File: src/rtl/input_pkg.sv
// -----------------------------------------------------------------------------
// input_pkg
// Shared types and constants for the button conditioner.
//   btn_state_t     : per-button debounce / typematic FSM state
//   *_CYC_DEF       : default timing at the 40 MHz pixel clock
//   BTN_L..BTN_C    : bit positions of the board buttons in the vectors
// -----------------------------------------------------------------------------
package input_pkg;

  typedef enum logic [2:0] {
    RELEASED  = 3'd0,
    ARMING    = 3'd1,
    PRESSED   = 3'd2,
    REPEAT    = 3'd3,
    DISARMING = 3'd4
  } btn_state_t;

  localparam int STATE_W = $bits(btn_state_t);

  localparam int DEBOUNCE_CYC_DEF = 400000;    // 10 ms
  localparam int HOLD_CYC_DEF     = 20000000;  // 500 ms
  localparam int REPEAT_CYC_DEF   = 4000000;   // 100 ms

  localparam int BTN_L = 0;
  localparam int BTN_R = 1;
  localparam int BTN_U = 2;
  localparam int BTN_D = 3;
  localparam int BTN_C = 4;

endpackage

File: src/rtl/button_channel.sv
// -----------------------------------------------------------------------------
// button_channel
// One button: 2-flop synchronizer, debounce/typematic FSM and its counter.
// Ports:
//   clk, rst  : clock, synchronous active-high reset
//   i_raw     : raw asynchronous pin level, 1 = pressed
//   o_lvl     : debounced level (registered)
//   o_dn      : one-cycle pulse on accepted press
//   o_up      : one-cycle pulse on accepted release
//   o_rep     : one-cycle pulse on press and on each auto-repeat
//   o_state   : current FSM state, for observation
// DEBOUNCE_CYC must be at least 2: ARMING/DISARMING are entered with cnt=1.
// -----------------------------------------------------------------------------
module button_channel
  import input_pkg::*;
#(
  parameter int DEBOUNCE_CYC = DEBOUNCE_CYC_DEF,
  parameter int HOLD_CYC     = HOLD_CYC_DEF,
  parameter int REPEAT_CYC   = REPEAT_CYC_DEF,
  parameter int CNTW         = 25
) (
  input  logic       clk,
  input  logic       rst,
  input  logic       i_raw,
  output logic       o_lvl,
  output logic       o_dn,
  output logic       o_up,
  output logic       o_rep,
  output btn_state_t o_state
);

  localparam logic [CNTW-1:0] DEB_LAST  = CNTW'(DEBOUNCE_CYC - 1);
  localparam logic [CNTW-1:0] HOLD_LAST = CNTW'(HOLD_CYC - 1);
  localparam logic [CNTW-1:0] REP_LAST  = CNTW'(REPEAT_CYC - 1);
  localparam logic [CNTW-1:0] CNT_ONE   = CNTW'(1);

  logic            r_sync1;
  logic            r_sync2;
  btn_state_t      r_state;
  btn_state_t      w_state_nxt;
  logic [CNTW-1:0] r_cnt;
  logic [CNTW-1:0] w_cnt_nxt;
  logic            r_lvl, r_dn, r_up, r_rep;
  logic            w_lvl_nxt, w_dn_nxt, w_up_nxt, w_rep_nxt;

  always_comb begin
    w_state_nxt = r_state;
    w_cnt_nxt   = r_cnt;
    w_dn_nxt    = 1'b0;
    w_up_nxt    = 1'b0;
    w_rep_nxt   = 1'b0;
    case (r_state)
      RELEASED: begin
        w_cnt_nxt = '0;
        if (r_sync2) begin
          w_state_nxt = ARMING;
          w_cnt_nxt   = CNT_ONE;
        end
      end
      ARMING: begin
        if (!r_sync2) begin
          w_state_nxt = RELEASED;
          w_cnt_nxt   = '0;
        end else if (r_cnt == DEB_LAST) begin
          w_state_nxt = PRESSED;
          w_cnt_nxt   = '0;
          w_dn_nxt    = 1'b1;
          w_rep_nxt   = 1'b1;
        end else begin
          w_cnt_nxt = r_cnt + CNT_ONE;
        end
      end
      PRESSED: begin
        if (!r_sync2) begin
          w_state_nxt = DISARMING;
          w_cnt_nxt   = CNT_ONE;
        end else if (r_cnt == HOLD_LAST) begin
          w_state_nxt = REPEAT;
          w_cnt_nxt   = '0;
          w_rep_nxt   = 1'b1;
        end else begin
          w_cnt_nxt = r_cnt + CNT_ONE;
        end
      end
      REPEAT: begin
        if (!r_sync2) begin
          w_state_nxt = DISARMING;
          w_cnt_nxt   = CNT_ONE;
        end else if (r_cnt == REP_LAST) begin
          w_cnt_nxt = '0;
          w_rep_nxt = 1'b1;
        end else begin
          w_cnt_nxt = r_cnt + CNT_ONE;
        end
      end
      DISARMING: begin
        // A return to pressed inside the window is a dropout, not a new
        // press: no pulses, and the hold delay starts over.
        if (r_sync2) begin
          w_state_nxt = PRESSED;
          w_cnt_nxt   = '0;
        end else if (r_cnt == DEB_LAST) begin
          w_state_nxt = RELEASED;
          w_cnt_nxt   = '0;
          w_up_nxt    = 1'b1;
        end else begin
          w_cnt_nxt = r_cnt + CNT_ONE;
        end
      end
      default: begin
        w_state_nxt = RELEASED;
        w_cnt_nxt   = '0;
      end
    endcase
  end

  // Level follows the next state so it changes on the same edge as dn/up.
  assign w_lvl_nxt = (w_state_nxt == PRESSED) || (w_state_nxt == REPEAT) ||
                     (w_state_nxt == DISARMING);

  always_ff @(posedge clk) begin
    if (rst) begin
      r_sync1 <= 1'b0;
      r_sync2 <= 1'b0;
      r_state <= RELEASED;
      r_cnt   <= '0;
      r_lvl   <= 1'b0;
      r_dn    <= 1'b0;
      r_up    <= 1'b0;
      r_rep   <= 1'b0;
    end else begin
      r_sync1 <= i_raw;
      r_sync2 <= r_sync1;
      r_state <= w_state_nxt;
      r_cnt   <= w_cnt_nxt;
      r_lvl   <= w_lvl_nxt;
      r_dn    <= w_dn_nxt;
      r_up    <= w_up_nxt;
      r_rep   <= w_rep_nxt;
    end
  end

  assign o_lvl   = r_lvl;
  assign o_dn    = r_dn;
  assign o_up    = r_up;
  assign o_rep   = r_rep;
  assign o_state = r_state;

endmodule

File: src/rtl/button_conditioner.sv
// -----------------------------------------------------------------------------
// button_conditioner
// Conditions NBTN raw board buttons (bit order L, R, U, D, C, LSB first) into
// debounced levels plus press, release and typematic repeat pulses.
// Ports:
//   clk, rst   : 40 MHz pixel clock, synchronous active-high reset
//   btn_raw    : raw asynchronous pins, 1 = pressed
//   btn_lvl    : debounced levels
//   btn_dn     : one-cycle press pulses
//   btn_up     : one-cycle release pulses
//   btn_rep    : one-cycle pulses on press and on each auto-repeat
//   dbg_state  : per-button FSM state, STATE_W bits per button, LSB first
// -----------------------------------------------------------------------------
module button_conditioner
  import input_pkg::*;
#(
  parameter int NBTN         = 5,
  parameter int DEBOUNCE_CYC = DEBOUNCE_CYC_DEF,
  parameter int HOLD_CYC     = HOLD_CYC_DEF,
  parameter int REPEAT_CYC   = REPEAT_CYC_DEF,
  parameter int CNTW         = 25
) (
  input  logic                    clk,
  input  logic                    rst,
  input  logic [NBTN-1:0]         btn_raw,
  output logic [NBTN-1:0]         btn_lvl,
  output logic [NBTN-1:0]         btn_dn,
  output logic [NBTN-1:0]         btn_up,
  output logic [NBTN-1:0]         btn_rep,
  output logic [NBTN*STATE_W-1:0] dbg_state
);

  btn_state_t w_state [NBTN];

  for (genvar g = 0; g < NBTN; g++) begin : gen_ch
    button_channel #(
      .DEBOUNCE_CYC (DEBOUNCE_CYC),
      .HOLD_CYC     (HOLD_CYC),
      .REPEAT_CYC   (REPEAT_CYC),
      .CNTW         (CNTW)
    ) u_ch (
      .clk     (clk),
      .rst     (rst),
      .i_raw   (btn_raw[g]),
      .o_lvl   (btn_lvl[g]),
      .o_dn    (btn_dn[g]),
      .o_up    (btn_up[g]),
      .o_rep   (btn_rep[g]),
      .o_state (w_state[g])
    );
    assign dbg_state[g*STATE_W +: STATE_W] = w_state[g];
  end

endmodule
File: config.mk
export PLATFORM = sky130hd
export DESIGN_NAME = button_conditioner
export DESIGN_NICKNAME = d
export VERILOG_FILES = /design/src/rtl/input_pkg.sv /design/src/rtl/button_channel.sv /design/src/rtl/button_conditioner.sv
export SDC_FILE = /design/constraint.sdc
export NUM_CORES = 1
export LEC_CHECK = 0
export ABC_AREA = 1
export BUFFER_PORTS_ARGS = -buffer_cell sky130_fd_sc_hd__buf_2
export CORE_MARGIN = 2
export CORE_UTILIZATION = 40
export DETAILED_ROUTE_END_ITERATION = 8
export MAX_ROUTING_LAYER = met4
export SYNTH_ARGS = -nofsm -noshare
export SYNTH_HDL_FRONTEND = slang
export SYNTH_SLANG_ARGS = --single-unit
File: constraint.sdc
create_clock -name clk -period 2.2 [get_ports clk]
set_input_delay 0.22 -clock clk [delete_from_list [all_inputs] [get_ports clk]]
set_output_delay 0.22 -clock clk [all_outputs]
set_load 0.005 [all_outputs]
# == Yosys cells after proc, flatten, opt, wreduce, memory -nomap -nowiden ==
# Index checks and enable logic that the tools add are counted.
# word_totals
ff_bits,170
latch_bits,0
mem_bits_rw,0
mem_bits_ro,0
out_inout_bits,35
word_cells,255
n_memories,0
# op_classes
add_sub_neg,5
multipliers,0
n_div,0
n_lt_le_gt_ge,0
eq_ne,50
n_shift,0
mux,125
bitwise_logic,10
n_reduce_logical,25
# ops
cell,n
$mux W25,35
$pmux W25 S5,5
$add A25 B1 Y25 const B,5
$eq A25 B19 Y1 const B,5
$eq A25 B22 Y1 const B,5
$eq A25 B25 Y1 const B,5
$mux W3,40
$pmux W3 S5,5
$eq A3 B2 Y1 const B,20
$mux W1,35
$eq A3 B3 Y1 const B,10
$eq A3 B1 Y1 const B,5
$logic_not A3 Y1,5
$pmux W1 S3,5
$reduce_or A3 Y1,5
$logic_or A1 B1 Y1,10
$not A1 Y1,10
$reduce_or A2 Y1,5

# == Logic depth before layout (Yosys ltp) ==
# Gate-level depths: netlist of the first run.
# logic_depth
depth_word,7
depth_mapped,13
depth_no_buf,12

# == By module ==
# A second synthesis of the first run with hierarchy kept.
# hier_totals
cells_unflattened,1450
area_unflattened_um2,9623.0
# by_module_without_submodules
mod,n_inst,cells_each,area_per_inst_um2,seq_area_each_um2
button_channel (gen_ch[0].u_ch ...),3,296,1948.1,680.7
button_channel (gen_ch[1].u_ch),1,286,1890.6,680.7
button_channel (gen_ch[4].u_ch),1,276,1888.1,680.7

# == Least setup slack after synthesis of the first run ==
# No wires, ideal clock.
# synth_path
path_type,flip-flop to flip-flop
from,reg gen_ch[2].u_ch.r_cnt[0]
to,reg gen_ch[2].u_ch.r_cnt[11]
setup_time_ps,117
arrival_time_ps,1493
slack_ps,590
path_stages_with_launch,10
synth_period_minus_slack_ps,1610
cell_sequence,dfxtp_1 ha_1 nand3_2 nor3_2 nand2_2 nand3_2 nand2_2 nand3_4 buf_8 nor2_1
# synth_between
elab_chain_cells,4
# synth_rtl
item,line_no,rtl
"start, declared",button_channel.sv:41,logic [CNTW-1:0] r_cnt;
"start signal, assigned",button_channel.sv:135,r_cnt <= w_cnt_nxt;
"$add A25 B1 Y25, or another cell as far along",--,
$mux W25 (on tied branches) (2 in a row),--,
$pmux W25 S5 *,button_channel.sv:52,case (r_state)
# Every way passes the cells marked *; elsewhere a longest branch is shown, timed or not.
# A chain may end at the register's enable or synchronous reset.

# == Final worst setup path of the first run ==
# layout_path
from,reg gen_ch[4].u_ch.r_cnt[0]
to,reg gen_ch[4].u_ch.r_cnt[6]
# layout_between
elab_chain_cells,4
# layout_rtl
item,line_no
"start, declared",button_channel.sv:41
"start signal, assigned",button_channel.sv:135
"$add A25 B1 Y25, or another cell as far along",--
$mux W25 (on tied branches) (2 in a row),--
$pmux W25 S5 *,button_channel.sv:52
# Marks and branches as above.

==> results of run 1 <==
-- Yosys cell counts (all sizes together) --
library cell	count
o22ai	3
nor3b	3
xnor2	19
o21bai	4
buf	37
xor2	63
nand3b	4
inv	203
o2111ai	1
a31oi	4
o21a	1
nor4	6
o21ai	27
nand2	272
a21oi	23
nor2	295
clkbuf	3
clkinv	1
ha	5
dfxtp	170
and2	1
nand3	113
o31ai	1
or2	1
nor3	50
nand4	50
-- worst min-delay path by stage --
stage               slack [ns]                   start                endpoint
finish                    0.02              btn_raw[0]  gen_ch[0].u_ch.r_sync1
detailed placement        0.39  gen_ch[4].u_ch.r_sync1  gen_ch[4].u_ch.r_sync2
CTS                      0.008              btn_raw[0]  gen_ch[0].u_ch.r_sync1
global placement          0.40  gen_ch[4].u_ch.r_sync1  gen_ch[4].u_ch.r_sync2
global route              0.01              btn_raw[0]  gen_ch[0].u_ch.r_sync1
floorplan                 0.33              btn_raw[0]  gen_ch[0].u_ch.r_sync1
-- metrics by stage --
stage	hold slack (ns)	setup WS [ns]	instance area, um^2	instances	util [%]
final	0.01836	0.2576	10130	1691	44.89
after global routing	0.01158	0.008258	10130	1691	44.89
after CTS	0.007526	0.2081	10130	1691	44.89
after detailed placement	0.3948	0.2417	9479	1655	42.00
after global placement	0.3953	0.3369	9479	1655	42.00
after floorplan	0.3270	0.5897	9149	1360	-
-- final cells by class --
class | count | share of cell area (%)
Clock buffer | 18 | 4.235
Clock inverter | 14 | 1.827
Inverter | 204 | 7.556
Multi-Input combinational cell | 946 | 46.07
Sequential cell | 170 | 33.58
Tap cell | 285 | 3.519
Timing Repair Buffer | 54 | 3.210
-- power groups by stage --
stage	clock (uW)	sequential [uW]	combinational [uW]
6_report	3160	3100	111
5_1_grt	3350	3100	123
4_1_cts	3230	3100	112
3_5_place_dp	0	3180	106
3_3_place_gp	0	3180	105
2_1_floorplan	0	3170	72.4
-- what timing repair did --
item,CTS,global route
hold endpoints to repair,4,0
setup endpoints to repair,0,0
hold buffers,4,0
gates resized for setup,0,0
-- critical path, stage by stage, from the launching register on --
cell and delay (ns):
dfxtp_1 0.33, ha_1 0.23, nand3_2 0.12, inv_1 0.05
nand3_1 0.15, inv_1 0.08, nand3_1 0.13, nand2_1 0.08
nand3_2 0.09, nand3_2 0.38, nor2_1 0.22
-- state kept, by name, summed over array words and instances, names as in the netlist --
register / flops
gen_ch.u_ch.o_up: 5
gen_ch.u_ch.r_sync2: 5
gen_ch.u_ch.r_sync1: 5
gen_ch.u_ch.o_state: 15
gen_ch.u_ch.o_dn: 5
gen_ch.u_ch.o_rep: 5
gen_ch.u_ch.r_cnt: 125
gen_ch.u_ch.o_lvl: 5
-- cell usage in the layout, fill, tap and decap left out, drive strengths merged, types with 3 or more instances in the layout --
cell         netlist  layout
bufinv             0       3
o21bai             4       4
o22ai              3       3
nand3b             4       4
a21oi             23      23
xnor2             19      19
nor2             295     295
nor4               6       6
ha                 5       5
clkinv             1       3
clkinvlp           0       3
inv              203     209
clkbuf             3      18
a31oi              4       4
nand4             50      50
o21ai             27      27
nand2            272     272
dlygate4sd3        0       4
nor3              50      50
xor2              63      63
nor3b              3       3
nand3            113     113
dfxtp            170     170
buf               37      50
-- per-layer routing --
metal	vias to the layer above	track usage, %
met1	3642	24.03
met5	-	-
met4	0	5.854
li1	4325	-
met3	26	3.064
met2	161	28.36
-- cells by family (layout without fill, tap and decap cells) --
group                      after synthesis  after routing  share of synthesized area, %
AOI/OAI and AO/OA                       64             64                         3.884
xor gates and xnor gates                82             82                         7.850
adders and majority gates                5              5                        0.6838
buffers and inverters                  244            290                         11.78
DFF                                    170            170                         37.20
and+or+nand+nor                        795            795                         38.61
==> impl_results.md, run 1 <==
* First-pass GRT wire length at 35120 um
* Sw Ratio at 22.41%
* Total wire length at 20860 um
* Core ar. at about 23000 um^2
* Port bufs at 41
* Worst Skew at 0.01078 ns
* Tightest Pin Transition at 0.4923 ns
* Initial DRC count at 489
* Pwr dens at 629.0 nW/um^2
* Hold WC Path Type: input pin to flop
* First-pass DRT Iterations at 6
* Crit path launch: gen_ch[4].u_ch.r_cnt[0]
* GPL Wtd Cong at 0.9233
* F_max at between 500 and 600 MHz
* Final setup viols at 0
* Pwr Total at between 6000 and 7000 uW
* Count of cell types in the netlist at 41
* Vias in the first global route at 7504
* Arrival time worst endpoint at about 2.3 ns
* DRT antenna net count at 0
* Clock-pin slew on the worst setup and hold paths at approximately 0.070 ns
* CP Launch Type: flop
* R2R Path Start: gen_ch[4].u_ch.r_cnt[0]
* Row count at 55
* Setup Fix Bufs, Post-CTS at 0
* Gate power share at ~1.7%
* Headroom to the max-slew limit at between 60% and 70%
* CTS Buf Count at 17
* Met2 routed WL at 9230 um
* Clock buffer depth at 2
* Status: completed
* Wl on met1 at around 10000 um
* Die X at 155.2 um
* Max-cap violations at 0
* Clock power frac at 49.6%
* Die Ht at 155.2 um
* Synth Area per Inst at 6.727 um^2
* Ant. Diodes at 0
* Clock Latency Late Sink at 0.43 ns
* CTS tree: built
* Residual DRC at 0
* Fin crit share at 88.29%
* Critical path required time at 2.55 ns
* Share of cells above drive strength 1 at 8.606%
* Synth Register Bits at 170
* Nets at ~1400
* Endpoints failing hold at 0
* CTS Sinks at 170
* Synthesized Nets at 1372
* Register area share after synthesis at 37.20%
* Hold Crit Depth at 3
* Reg2reg setup slack at 0.26 ns
* Syn. warnings at 0
* Largest net degree at the start of global routing at 25
* GRT Util Overall at 18.14%
* Top Metal Used: met4
* RSZ-0062 raised after global routing: no
* Footprint of the multi-input gates at 4668 um^2
* Layout area overhead at 10.76%
* Fin. max-slew vios at 0
* Synthesized instance count at 1360
* Internal at 4945 uW
* Worst Path Max Fanout at 24
* Leakage at approximately 0.0041 uW
* Setup TNS at 0 ns
* Worst setup endpoint: gen_ch[4].u_ch.r_cnt[6]
* Initial antenna violation count at 0
* RR Endpoint: gen_ch[4].u_ch.r_cnt[6]
* Psw at 1428 uW
* Netlist area before placement at 9149 um^2
* Initial Util at approximately two fifths
* Leading area contributor after synthesis: dfxtp_1
* Met3 routed wirelength at 876 um
* Largest cells by area after synthesis: dfxtp_1 (37%), nor2_1 (12%), nand2_1 (11%), inv_1 (8.2%), xor2_1 (6.0%)
* Die area at 24100 um^2
* Post-synth top area share at 37.20%
* Fill count at about 2300
* Tmin final at 1.942 ns
* Drt wl/cell at between 10 and 15 um
* Register share of total power at around 49%
* Critical path endpoint category: flop
* Root Driver: clkbuf_16
* Worst reg2reg path depth at 10
* Register area at 3403 um^2
* Vias at 8154
* Peak supply drop at 0.3019 mV
* Setup CP Type: flop to flop
* H-tree depth at 4
* DPL Wire Length at roughly 16000 um
* GR Overflow Total at 0
* Post-DR vias/cell at 4.822
* Io pins at 42
(Power assumes the default switching activity.)
==> run 2: changes to the inputs <==
- CORE_ASPECT_RATIO: unset -> 1.1
==> impl_results.md, run 2 (synthesized netlist as in run 1, its figures left out) <==
* Status: completed
* Headroom to the max-slew limit at 68.80% (+1.7 points)
* Max-cap violations at 0 (unchanged)
* CP Launch Type: flop
* Drt wl/cell at 11.94 um (-3.2%)
* Final setup viols at 0 (unchanged)
* Root Driver: clkbuf_16
* GPL Wtd Cong at 0.9310 (+0.83%)
* Total wire length at 20330 um (-2.5%)
* Die X at 148.2 um (-4.5%)
* First-pass GRT wire length at 34780 um (-0.98%)
* Largest net degree at the start of global routing at 25 (unchanged)
* GRT Util Overall at 17.94% (-0.21 points)
* Reg2reg setup slack at 0.28 ns (+0.02 ns)
* Pwr Total at 6152 uW (-3.5%)
* Max reg flops at 125 (unchanged)
* R2R Path Start: gen_ch[0].u_ch.r_cnt[0]
* Tmin final at 1.924 ns (-0.01856 ns)
* Die Ht at 162.6 um (+4.8%)
* Setup CP Type: flop to flop
* Fill count at 2396 (+2.2%)
* Reg with most FFs: gen_ch.u_ch.r_cnt
* Initial DRC count at 415 (-15%)
* Fin worst setup slack at 0.2761 ns (+0.01856 ns)
* Initial Util at 40.41% (-0.13 points)
* Hold WC Path Type: input pin to flop
* CTS Buf Count at 17 (unchanged)
* Layout area overhead at 10.45%
* Tightest Pin Transition at 0.4664 ns (-0.02592 ns)
* Commonest non-fill, non-tap cell in the layout: nor2_1
* CTS tree: built
* Worst reg2reg path depth at 10 (unchanged)
* Pwr dens at 608.8 nW/um^2 (-3.2%)
* DPL Wire Length at 15340 um (-1.6%)
* Endpoints failing hold at 0 (unchanged)
* Ant. Diodes at 0 (unchanged)
* Leakage at 0.004028 uW (-0.68%)
* Clock-pin slew on the worst setup and hold paths at 0.07 ns (about the same)
* RR Endpoint: gen_ch[0].u_ch.r_cnt[24]
* Arrival time worst endpoint at 2.23 ns (-0.06 ns)
* Worst Path Max Fanout at 24 (unchanged)
* Peak supply drop at 0.3983 mV (+32%)
* Critical path required time at 2.50 ns (-0.05 ns)
* Footprint of the multi-input gates at 4676 um^2 (+0.16%)
* First-pass DRT Iterations at 5 (-1)
* CTS Sinks at 170 (unchanged)
* DRT antenna net count at 0 (unchanged)
* Setup TNS at 0 ns (unchanged)
* Crit path launch: gen_ch[0].u_ch.r_cnt[0]
* RSZ-0062 raised after global routing: no
* Die area at 24100 um^2 (about the same)
* Vias in the first global route at 7608 (+1.4%)
* Most frequent cells in the layout: nor2_1 (285), nand2_1 (266), inv_1 (201), dfxtp_1 (170), nand3_1 (100)
* Fin crit share at 87.45% (-0.84 points)
* Dpl ws at 0.2194 ns (-0.02224 ns)
* Share of cells above drive strength 1 at 8.482% (-0.12 points)
* H-tree depth at 4 (unchanged)
* Fin. max-slew vios at 0 (unchanged)
* Clock Latency Late Sink at 0.43 ns (about the same)
* Register area at 3403 um^2 (unchanged)
* GR Overflow Total at 0 (unchanged)
* Worst setup endpoint: gen_ch[0].u_ch.r_cnt[24]
* Port bufs at 41 (unchanged)
* Clock buffer depth at 2 (unchanged)
* Residual DRC at 0 (unchanged)
* Vias at 8171 (+0.21%)
* Post-DR vias/cell at 4.798 (-0.50%)
* Critical path endpoint category: flop
* Worst Skew at 0.009760 ns (-0.001016 ns)
* Io pins at 42 (unchanged)
* Row count at 58 (+5.5%)
* Nets at 1402 (-0.21%)
* Core ar. at 22640 um^2 (+0.31%)
* F_max at 519.8 MHz (+0.96%)
* Initial antenna violation count at 0 (unchanged)
-- run 2: cell count changes in the layout (fill, tap and decap cells not counted) --
| cell | change |
|---|---|
| nand3_2 | -1 |
| nand3_4 | +1 |
| inv_8 | -1 |
| clkinv_2 | +2 |
| clkbuf_8 | +3 |
| inv_6 | -3 |
| clkbuf_1 | -1 |
| bufinv_16 | -2 |
| clkinv_4 | +2 |
| buf_4 | -3 |
-- run 2: critical path, cell delays in order (launching register included) --
cell	delay (ns)
dfxtp_1	0.35
ha_1	0.21
nand3_2	0.17
nor2_4	0.14
nand2_1	0.06
nor2_1	0.13
nand2_1	0.10
nand3_1	0.09
nand3_1	0.08
nand2_2	0.37
nor2_1	0.10
-- run 2: final cells by class --
cell class / instances / share of cell area [%]
clock inverter: 12 / 1.139
sequential: 170 / 33.68
clock buffer: 20 / 4.619
tap: 300 / 3.715
inverter: 204 / 7.578
timing repair buffer: 51 / 2.997
multi-input combinational: 946 / 46.27
-- run 2: per-layer routing --
metal	vias up	wire [um]	global-route usage (%)
li1	4316	-	-
met1	3652	9801	22.92
met2	172	9371	28.91
met3	31	816	2.969
met4	0	343	6.061
met5	-	0	-
-- run 2: worst min path at each step --
stage / startpoint / end / cells past startpoint
after CTS: btn_raw[0] / gen_ch[0].u_ch.r_sync1 / 3
after detailed placement: gen_ch[0].u_ch.r_sync1 / gen_ch[0].u_ch.r_sync2 / 2
after global routing: btn_raw[0] / gen_ch[0].u_ch.r_sync1 / 3
after floorplan: btn_raw[0] / gen_ch[0].u_ch.r_sync1 / 2
after global placement: gen_ch[0].u_ch.r_sync1 / gen_ch[0].u_ch.r_sync2 / 2
final: btn_raw[0] / gen_ch[0].u_ch.r_sync1 / 3
-- run 2: where the power goes --
| group | leakage [uW] | switching [uW] | total (uW) | internal [uW] |
|---|---|---|---|---|
| registers | 0.00137 | 13.3 | 3100 | 3090 |
| clock network | 0.000279 | 1280 | 2940 | 1660 |
| logic | 0.00238 | 71.6 | 109 | 37.5 |
-- run 2: repair_timing --
item / 4_1_cts / 5_1_grt
setup buffers: 0 / 0
setup endpoints to repair: 0 / 3
resized for setup: 0 / 1
hold buffers: 4 / 0
hold endpoints to repair: 4 / 0
-- run 2: metrics by stage --
| stage | hold slack (ns) | utilization (%) | area, um^2 | std cells |
|---|---|---|---|---|
| final | 0.02228 | 44.63 | 10100 | 1703 |
| after global routing | 0.04782 | 44.63 | 10100 | 1703 |
| after global placement | 0.3925 | 41.85 | 9475 | 1667 |
| after CTS | 0.009724 | 44.60 | 10100 | 1703 |
| after floorplan | 0.3270 | - | 9149 | 1360 |
| after detailed placement | 0.3925 | 41.85 | 9475 | 1667 |
==> run 3: changes to the inputs <==
- CELL_PAD_IN_SITES_DETAIL_PLACEMENT: unset -> 1
- CELL_PAD_IN_SITES_GLOBAL_PLACEMENT: unset -> 2
- CORE_UTILIZATION: 40 -> 35
- PLACE_DENSITY_LB_ADDON: unset -> 0.1
==> impl_results.md, run 3 (synthesized netlist as in run 1, its figures left out) <==
* Fin worst setup slack at 0.2376 ns (-0.03858 ns)
* DRT antenna net count at 0 (unchanged)
* H-tree depth at 4 (unchanged)
* Setup TNS at 0 ns (unchanged)
* Reg2reg setup slack at 0.24 ns (-0.04 ns)
* Share of cells above drive strength 1 at 9.059% (+0.58 points)
* Clock Latency Late Sink at 0.44 ns (about the same)
* Pwr dens at 606.1 nW/um^2 (-0.44%)
* F_max at 509.6 MHz (-2.0%)
* Port bufs at 41 (unchanged)
* Endpoints failing hold at 0 (unchanged)
* CP Launch Type: flop
* Root Driver: clkbuf_16
* Vias in the first global route at 8419 (+11%)
* Fin. max-slew vios at 0 (unchanged)
* Io pins at 42 (unchanged)
* Arrival time worst endpoint at 2.28 ns (+0.05 ns)
* Worst reg2reg path depth at 11 (+1)
* Max reg flops at 125 (unchanged)
* Initial antenna violation count at 1 (+1)
* GR Overflow Total at 0 (unchanged)
* Tmin final at 1.962 ns (+0.03858 ns)
* Post-route cell area at 10270 um^2 (+1.6%)
* Die area at 27450 um^2 (+14%)
* GRT Util Overall at 19.53% (+1.6 points)
* Total wire length at 24860 um (+22%)
* Reg with most FFs: gen_ch.u_ch.r_cnt
* Cts repair resizes at 0 (unchanged)
* Row count at 62 (+6.9%)
* Commonest non-fill, non-tap cell in the layout: nor2_1
* Nets at 1412 (+0.71%)
* Worst Path Max Fanout at 24 (unchanged)
* R2R Path Start: gen_ch[4].u_ch.r_cnt[0]
* Initial DRC count at 330 (-20%)
* Setup CP Type: flop to flop
* First-pass GRT wire length at 41990 um (+21%)
* Post-DR vias/cell at 4.686 (-2.3%)
* Most frequent cells in the layout: nor2_1 (285), nand2_1 (266), inv_1 (201), dfxtp_1 (170), nand3_1 (100)
* Initial Util at 35.31% (-5.1 points)
* Max-cap violations at 0 (unchanged)
* Hold Crit Depth at 2 (-1)
* CTS Buf Count at 17 (unchanged)
* Critical path required time at 2.52 ns (+0.02 ns)
* Peak supply drop at 0.2909 mV (-27%)
* RSZ-0062 raised after global routing: no
* CTS tree: built
* Drt wl/cell at 14.08 um (+18%)
* Clock-pin slew on the worst setup and hold paths at 0.07 ns (about the same)
* Worst Skew at 0.01464 ns (+0.004882 ns)
* Post-layout util at 39.63% (-5.0 points)
* Clock buffer depth at 2 (unchanged)
* Layout area overhead at 12.23%
* Hold WC Path Type: input pin to flop
* Dpl ws at 0.2143 ns (-0.005164 ns)
* Critical path endpoint category: flop
* DPL Wire Length at 19290 um (+26%)
* Worst hold slack at 0.2039 ns (+0.1816 ns)
* GPL Wtd Cong at 0.8738 (-6.1%)
* Core ar. at 25910 um^2 (+14%)
* Leakage at 0.004095 uW (+1.7%)
* First-pass DRT Iterations at 5 (unchanged)
* Ant. Diodes at 0 (unchanged)
* Residual DRC at 0 (unchanged)
* Tightest Pin Transition at 0.5582 ns (+0.09188 ns)
* Hold endpoint: gen_ch[2].u_ch.r_sync2
* Fin crit share at 89.20% (+1.8 points)
* Largest net degree at the start of global routing at 25 (unchanged)
* Placed inst area at 9633 um^2 (+1.7%)
* Status: completed
* Headroom to the max-slew limit at 62.44% (-6.4 points)
* Die X at 158.2 um (+6.7%)
* Final setup viols at 0 (unchanged)
* RR Endpoint: gen_ch[4].u_ch.r_cnt[24]
* CTS Sinks at 170 (unchanged)
* Min-delay src: rst
* Die Ht at 173.6 um (+6.7%)
* Vias at 8270 (+1.2%)
-- run 3: changes by cell type in the layout (fill, tap and decap cells not counted), sizes merged --
cell,delta
buf,+9
clkbuf,-1
clkinv,-3
clkinvlp,-1
inv,+5
dlygate4sd3,+1
-- run 3: through the flow --
step	std cells	power (uW)
floorplan	1360	3241
global placement	1728	3281
detailed placement	1728	3282
CTS	1764	6343
global route	1765	6480
finish	1765	6223
-- run 3: worst max-delay path: stages (launching register included) --
cell and delay [ns]:
dfxtp_1 0.36, ha_1 0.21, nand3_2 0.14, inv_1 0.08, nand3_1 0.17, inv_1 0.13
nand3_1 0.13, nand2_1 0.10, nand3_2 0.09, nand3_2 0.07, buf_4 0.29, nor2_1 0.08
-- run 3: where the power goes --
group / total, uW / switching [uW] / internal (uW)
Sequential: 3100 / 13.4 / 3090
Clock: 3010 / 1360 / 1650
Combinational: 113 / 72.8 / 40.1
Total: 6220 / 1440 / 4780
-- run 3: layer usage --
metal,GRT usage [%],wire [um]
met5,-,0
met4,5.068,382
met3,3.025,497
met2,30.31,11200
met1,26.55,12770
-- run 3: repair_timing --
item,CTS,global route
hold endpoints to repair,4,1
hold buffers,4,1
setup endpoints to repair,0,0
setup buffers,0,0
-- run 3: worst max-delay path by stage --
| stage | from | slack, ns | endpoint | cells past startpoint |
|---|---|---|---|---|
| after floorplan | gen_ch[2].u_ch.r_cnt[0] | 0.59 | gen_ch[2].u_ch.r_cnt[11] | 9 |
| after global placement | gen_ch[4].u_ch.r_cnt[0] | 0.29 | gen_ch[4].u_ch.r_cnt[23] | 9 |
| after detailed placement | gen_ch[4].u_ch.r_cnt[0] | 0.21 | gen_ch[4].u_ch.r_cnt[24] | 11 |
| after CTS | gen_ch[4].u_ch.r_cnt[0] | 0.20 | gen_ch[4].u_ch.r_cnt[24] | 11 |
| after global routing | gen_ch[0].u_ch.r_cnt[0] | 0.03 | gen_ch[0].u_ch.r_cnt[2] | 11 |
| final | gen_ch[4].u_ch.r_cnt[0] | 0.24 | gen_ch[4].u_ch.r_cnt[24] | 11 |
-- run 3: cell type report --
type	instances	area [um^2]
Clock buffer	19	452.9
Clock inverter	13	131.4
Fill cell	3413	15640
Inverter	204	765.7
Multi-Input combinational cell	946	4668
Sequential cell	170	3403
Tap cell	352	440.4
Timing Repair Buffer	61	405.4
